[config.mk]
export PLATFORM = sky130hd
export DESIGN_NAME = btn_debounce
export DESIGN_NICKNAME = d
export VERILOG_FILES = /design/src/rtl/btn_debounce.sv
export SDC_FILE = /design/constraint.sdc
export NUM_CORES = 1
export LEC_CHECK = 0
export ABC_AREA = 1
export CAP_MARGIN = 30
export CORE_UTILIZATION = 43
export DETAILED_ROUTE_END_ITERATION = 10
export PLACE_DENSITY = 0.7
export SKIP_CTS_REPAIR_TIMING = 1
export SLEW_MARGIN = 30
export SYNTH_ARGS = -nofsm -noshare
export SYNTH_HDL_FRONTEND = slang
export SYNTH_SLANG_ARGS = --single-unit
[constraint.sdc]
create_clock -name clk -period 1 [get_ports clk]
set_input_delay 0.2 -clock clk [delete_from_list [all_inputs] [get_ports clk]]
set_output_delay 0.2 -clock clk [all_outputs]
set_load 0.01 [all_outputs]
[src/rtl/btn_debounce.sv]
// Debouncer: output follows the input only once the input has held the same
// value for DEB_CYC consecutive samples.
module btn_debounce #(
  parameter int unsigned WIDTH   = 4,
  parameter int unsigned DEB_CYC = 4
) (
  input  logic             clk,
  input  logic             R,
  input  logic [WIDTH-1:0] din,
  output logic [WIDTH-1:0] dout
);

  localparam int unsigned CW = $clog2(DEB_CYC + 1);

  logic [WIDTH-1:0] cand_q, cand_d;
  logic [CW-1:0]    cnt_q, cnt_d;
  logic [WIDTH-1:0] db_q, db_d;

  // Track run length of the current candidate; commit it once long enough.
  always_comb begin
    cand_d = cand_q;
    cnt_d  = cnt_q;
    db_d   = db_q;
    if (din != cand_q) begin
      cand_d = din;
      cnt_d  = CW'(1);
    end else if (cnt_q < CW'(DEB_CYC)) begin
      cnt_d = cnt_q + CW'(1);
    end
    if (cnt_d >= CW'(DEB_CYC)) begin
      db_d = din;
    end
  end

  // State registers, synchronously cleared.
  always_ff @(posedge clk) begin
    if (R) begin
      cand_q <= '0;
      cnt_q  <= '0;
      db_q   <= '0;
    end else begin
      cand_q <= cand_d;
      cnt_q  <= cnt_d;
      db_q   <= db_d;
    end
  end

  assign dout = db_q;

endmodule

==> flow_summary.yaml, run 1 <==
outcome:
  outcome: "finished with violations"
  violations: "negative setup slack"
yosys:
  synth_nets: 81
  synthCells: 74
  synth_top_area_share_pct: 39.4
  synth_top_flop_cell: "dfxtp_1"
  ys_top_cells_by_count: "15 x inv_1, 15 x nand2_1, 11 x dfxtp_1, 11 x nor2_1, 5 x nand2_2"
  synthArstFlopShare_pct: 0
  yosys-top-cells-area: "dfxtp_1 39%, inv_1 10%, nand2_1 10%"
  ys.warnings.count: 0
  ys_seq_area_share_pct: 39.4
  ys_types: 15
  yosysTopAreaCell: "dfxtp_1"
  syn_avg_cell_area_um2: 7.56
  synth_edf_count: 0
  synth.ff_latch_count: 11
  syn-cell-area_um2: 559
pwr:
  clkPwrFrac_pct: 31.7
  power_leakage_nw: 0.474
  p_sw_share_pct: 24.8
  p_switching_w: 0.000224
  ir_drop_v: 0.000957
  seqPwrFrac_pct: 51.1
  combPwrFrac_pct: 17.2
  powerDensity_nw_per_um2: 1130
  p_int_w: 0.000678
clocking:
  insertion_delay_ps: 260
  htreeDepth: 1
  cts-root-to-sink-buffers: 2
  clk_pin_slew_ps: 60
  numCtsBuffers: 3
  cts_tree: "yes"
  ctsRootBufferMaster: "clkbuf_4"
  cts.sinks: 11
finish:
  layout.cells.non_filler: 108
  stdcell_area_um2: 801
  diodes: 0
  fillers: 106
  nets: 102
  area.growth.synth_to_final_pct: 43.2
  drive_above_1_share_pct: 42.6
timing:
  hold_viol_final: 0
  fin_skew_ps: 0.427
  setup_ws_ps: -84.5
  slew_violations: 0
  maxSlewHeadroom_pct: 85.6
  fmax_mhz: 922
  hold_ws_ps: 302
  period_share_pct: 108
  tightestPinTransition_ps: 216
  rsz0062_at_grt: "true"
  fin_crit_ps: 1080
  finalSetupViolCount: 6
global_routing:
  overflow: 0
  grt.met3_usage_pct: 1.74
  antenna_found_initial: 0
  first_global_vias: 407
  grtUsageTotal_pct: 14.9
  grt_max_degree: 7
  grt_use_met2_pct: 25.4
  busiest_layer: "met2"
  use_met1_pct: 17.0
  grt_pass1_wl_um: 1480
placed_design:
  dpl.cell_count: 104
  placed_cell_area_um2: 726
  routabilityCongestion: 0.698
  dpl.hpwl_um: 717
  portBuffers: 9
  dp_slack_ps: -447
routing:
  drc: 0
  wl_per_cell_um: 8.80
  wirelength_um: 950
  first_pass_iters: 4
  drt-initial-drc-count: 8
  route.vias.total: 481
  viasPerCell: 4.45
  ant_nets: 0
die:
  boundaryPins: 10
  die_h_um: 38.1
  core_um2: 1160
  die-area_um2: 1450
  rows: 12
  die_w_um: 38.1
  initial_utilization_pct: 48.4
hold_path:
  hold_class: "in2reg"
worst_setup_path:
  path_class: "reg2reg"
  startpoint_type: "register"
  crit_path_end_kind: "register"
  worstPathRequired_ps: 1160
  cp.arrival_ps: 1250
  crit_fanout: 5
run:
  max_cap_viol_count: 0
[power by group through the flow]
stage          Combinational (W)  Sequential, W  Clock (W)
2_1_floorplan          0.0000904       0.000467          0
3_5_place_dp            0.000151       0.000468          0
3_3_place_gp            0.000147       0.000467          0
4_1_cts                 0.000151       0.000458   0.000301
5_1_grt                 0.000171       0.000462   0.000325
6_report                0.000155       0.000461   0.000286
[logic make-up after synthesis]
group	share of synthesized area (%)
adders and majority gates	2.24
AOI/OAI and AO/OA	0.894
and+or+nand+nor	43.2
xor gates and xnor gates	1.57
buffers and inverters	12.8
DFF	39.4
[flip-flops by register name, summed over array words and instances, names as in the netlist]
name and cells:
dout 4, cand_q 4, cnt_q 3
[stage by stage]
stage / util, % / setup TNS [ps] / power [W]
final: 69.3 / -385 / 0.000902
after global routing: 69.3 / -735 / 0.000958
after CTS: 65.0 / -2130 / 0.000909
after detailed placement: 62.8 / -3180 / 0.000618
after global placement: 62.8 / -2930 / 0.000614
after floorplan: - / -104 / 0.000558
[routing by layer]
layer / wire length, um / share of wire [%]
met3: 43 / 4.5
met1: 419 / 44
met2: 483 / 51
met4: 4 / 0.42
met5: 0 / 0
[cells in the final DEF, fill, tap and decap left out, drive strengths merged]
cell	netlist	routed
buf	0	7
clkbuf	0	4
clkdlybuf4s50	0	1
dfxtp	11	11
dlymetal6s2s	0	8
ha	1	1
inv	19	19
nand2	21	21
nand3	1	1
nand4	4	4
nor2	13	13
nor4	1	1
o21ai	1	1
or2	1	1
xnor2	1	1
[worst paths after layout]
path	from	endpoint	slack [ps]	cells past startpoint
setup / recovery	cnt_q[1]	dout[0]	-80	6
hold / removal	din[1]	cand_q[1]	300	4
hold reg to reg	dout[0]	dout[0]	510	4
setup reg to reg	cnt_q[1]	dout[0]	-80	6
[layout make-up]
| type | instances | area (um2) | share of cell area (%) |
|---|---|---|---|
| inverter | 19 | 71.3 | 8.91 |
| sequential | 11 | 228 | 28.4 |
| tap | 14 | 17.5 | 2.19 |
| multi-input combinational | 44 | 295 | 36.9 |
| timing repair buffer | 16 | 163 | 20.3 |
| clock buffer | 4 | 26.3 | 3.28 |
[critical path: stages, from the launching register on]
cell and delay (ps):
dfxtp_2 340, ha_4 150, or2_4 250, nand3_4 110, nand2_1 60, inv_1 40
nor2_1 30
No activity file was read; power rests on OpenSTA's default activity.
==> run 2, diff against run 1 <==
--- a/config.mk
+++ b/config.mk
@@ -10,6 +10,7 @@
 export CORE_UTILIZATION = 43
 export DETAILED_ROUTE_END_ITERATION = 10
 export PLACE_DENSITY = 0.7
+export RECOVER_POWER = 25
 export SKIP_CTS_REPAIR_TIMING = 1
 export SLEW_MARGIN = 30
 export SYNTH_ARGS = -nofsm -noshare
==> flow_summary.yaml, run 2 (synthesis gave the netlist of run 1 again) <==
outcome:
  outcome: "finished with violations"
  violations: "negative setup slack"
timing:
  slew_violations: 0
  fin_skew_ps: 0.675
  period_share_pct: 109
  hold_ws_ps: 301
  fin_crit_ps: 1090
  setup_ws_ps: -86.4
  hold_viol_final: 0
  rsz0062_at_grt: "true"
  tightestPinTransition_ps: 215
  finalSetupViolCount: 6
  maxSlewHeadroom_pct: 85.6
  fmax_mhz: 920
worst_setup_path:
  path_class: "reg2reg"
  regToRegSetupSlack_ps: -90
  startpoint_type: "register"
  r2r-end: "dout[0]"
  startpoint: "cnt_q[1]"
  cp.arrival_ps: 1250
  worstPathRequired_ps: 1160
  path_cells: "ha_4, or2_4, nand3_4, nand2_1, inv_1, nor2_1"
  ff2ff_path_depth: 6
  reg2reg_from: "cnt_q[1]"
  crit_path_end: "dout[0]"
  crit_fanout: 5
  slowest_delay_ps: 340
  crit_path_end_kind: "register"
  critical_path.slowest_cell: "dfxtp_2"
global_routing:
  use_met1_pct: 17.0
  grtUsageTotal_pct: 14.9
  antenna_found_initial: 0
  first_global_vias: 407
  grt.met3_usage_pct: 1.74
  grt_use_met2_pct: 25.4
  overflow: 0
  busiest_layer: "met2"
  grt_max_degree: 7
  grt_pass1_wl_um: 1480
hold_path:
  hold_class: "in2reg"
routing:
  ant_nets: 0
  route.vias.total: 475
  drc: 0
  wl_per_cell_um: 8.82
  viasPerCell: 4.40
  first_pass_iters: 4
  drt-initial-drc-count: 7
  wirelength_um: 953
clocking:
  insertion_delay_ps: 260
  cts-root-to-sink-buffers: 2
  ctsRootBufferMaster: "clkbuf_4"
  cts_tree: "yes"
  numCtsBuffers: 3
  cts.sinks: 11
  htreeDepth: 1
  clk_pin_slew_ps: 60
run:
  max_cap_viol_count: 0
pwr:
  p_switching_w: 0.000225
  power_leakage_nw: 0.471
  combPwrFrac_pct: 16.9
  powerDensity_nw_per_um2: 1130
  fin_total_pwr_w: 0.000901
  seqPwrFrac_pct: 51.2
  p_int_w: 0.000676
  clkPwrFrac_pct: 31.8
  ir_drop_v: 0.000956
  p_sw_share_pct: 24.9
die:
  initial_utilization_pct: 48.4
  rows: 12
  boundaryPins: 10
  die-area_um2: 1450
  die_h_um: 38.1
  core_um2: 1160
  die_w_um: 38.1
finish:
  final_cell_mix: "12 x inv_1, 11 x nor2_1, 10 x nand2_1, 10 x nand2_2, 8 x dlymetal6s2s_1"
  stdcell_area_um2: 797
  fin_util_pct: 68.9
  diodes: 0
  nets: 102
  area.growth.synth_to_final_pct: 42.5
  drive_above_1_share_pct: 41.5
  final_common_cell: "inv_1"
placed_design:
  dp_slack_ps: -447
  placed_cell_area_um2: 726
  dpl.hpwl_um: 717
  portBuffers: 9
  routabilityCongestion: 0.698
[run 2: cell types whose count changed in the layout (fill, tap and decap cells not counted)]
cell and delta:
buf_4 -1, clkbuf_1 +1, clkdlybuf4s50_1 -1, dlygate4sd3_1 +1
[run 2: layer usage]
metal / vias up / wire length (um)
met2: 11 / 481
met3: 2 / 41
met4: 0 / 4
li1: 256 / -
met1: 206 / 426
met5: - / 0
[run 2: worst min path at each step]
stage                       start        end  slack, ps  cells past startpoint
after floorplan                 R   cnt_q[1]        270                      1
after global placement    dout[1]    dout[1]        500                      4
after detailed placement  dout[1]    dout[1]        500                      4
after CTS                 dout[3]    dout[3]        510                      4
after global routing       din[1]  cand_q[1]        290                      4
final                      din[1]  cand_q[1]        300                      4
[run 2: stage by stage]
stage / setup TNS (ps) / cells
after floorplan: -104 / 74
after global placement: -2930 / 104
after detailed placement: -3180 / 104
after CTS: -2130 / 108
after global routing: -735 / 108
final: -388 / 108
[run 2: final cells by class]
cell class | count | area, um2
flip-flops and latches | 11 | 228
clock buffers | 4 | 26.3
fillers | 108 | 359
well taps | 14 | 17.5
inverters | 19 | 71.3
repair buffers | 16 | 159
multi-input cells | 44 | 295
[run 2: power by group through the flow]
stage / logic (W) / registers [W] / clock network (W)
after floorplan: 0.0000904 / 0.000467 / 0
after global placement: 0.000147 / 0.000467 / 0
after detailed placement: 0.000151 / 0.000468 / 0
after CTS: 0.000151 / 0.000458 / 0.000301
after global routing: 0.000168 / 0.000462 / 0.000325
final: 0.000152 / 0.000461 / 0.000287
[run 2: worst max-delay path: cells and delay by family (launching register included)]
kind                     cells  cell delay, ps
adder cells (fa/ha/maj)      1             150
buffers and inverters        1              40
flip-flops                   1             340
AND/OR/NAND/NOR              4             450
==> run 3, diff against run 2 <==
--- a/config.mk
+++ b/config.mk
@@ -6,7 +6,7 @@
 export NUM_CORES = 1
 export LEC_CHECK = 0
 export ABC_AREA = 1
-export CAP_MARGIN = 30
+export CAP_MARGIN = 20
 export CORE_UTILIZATION = 43
 export DETAILED_ROUTE_END_ITERATION = 10
 export PLACE_DENSITY = 0.7
==> results of run 3 <==
Final layout, timing and power as in run 2 (identical DEF).
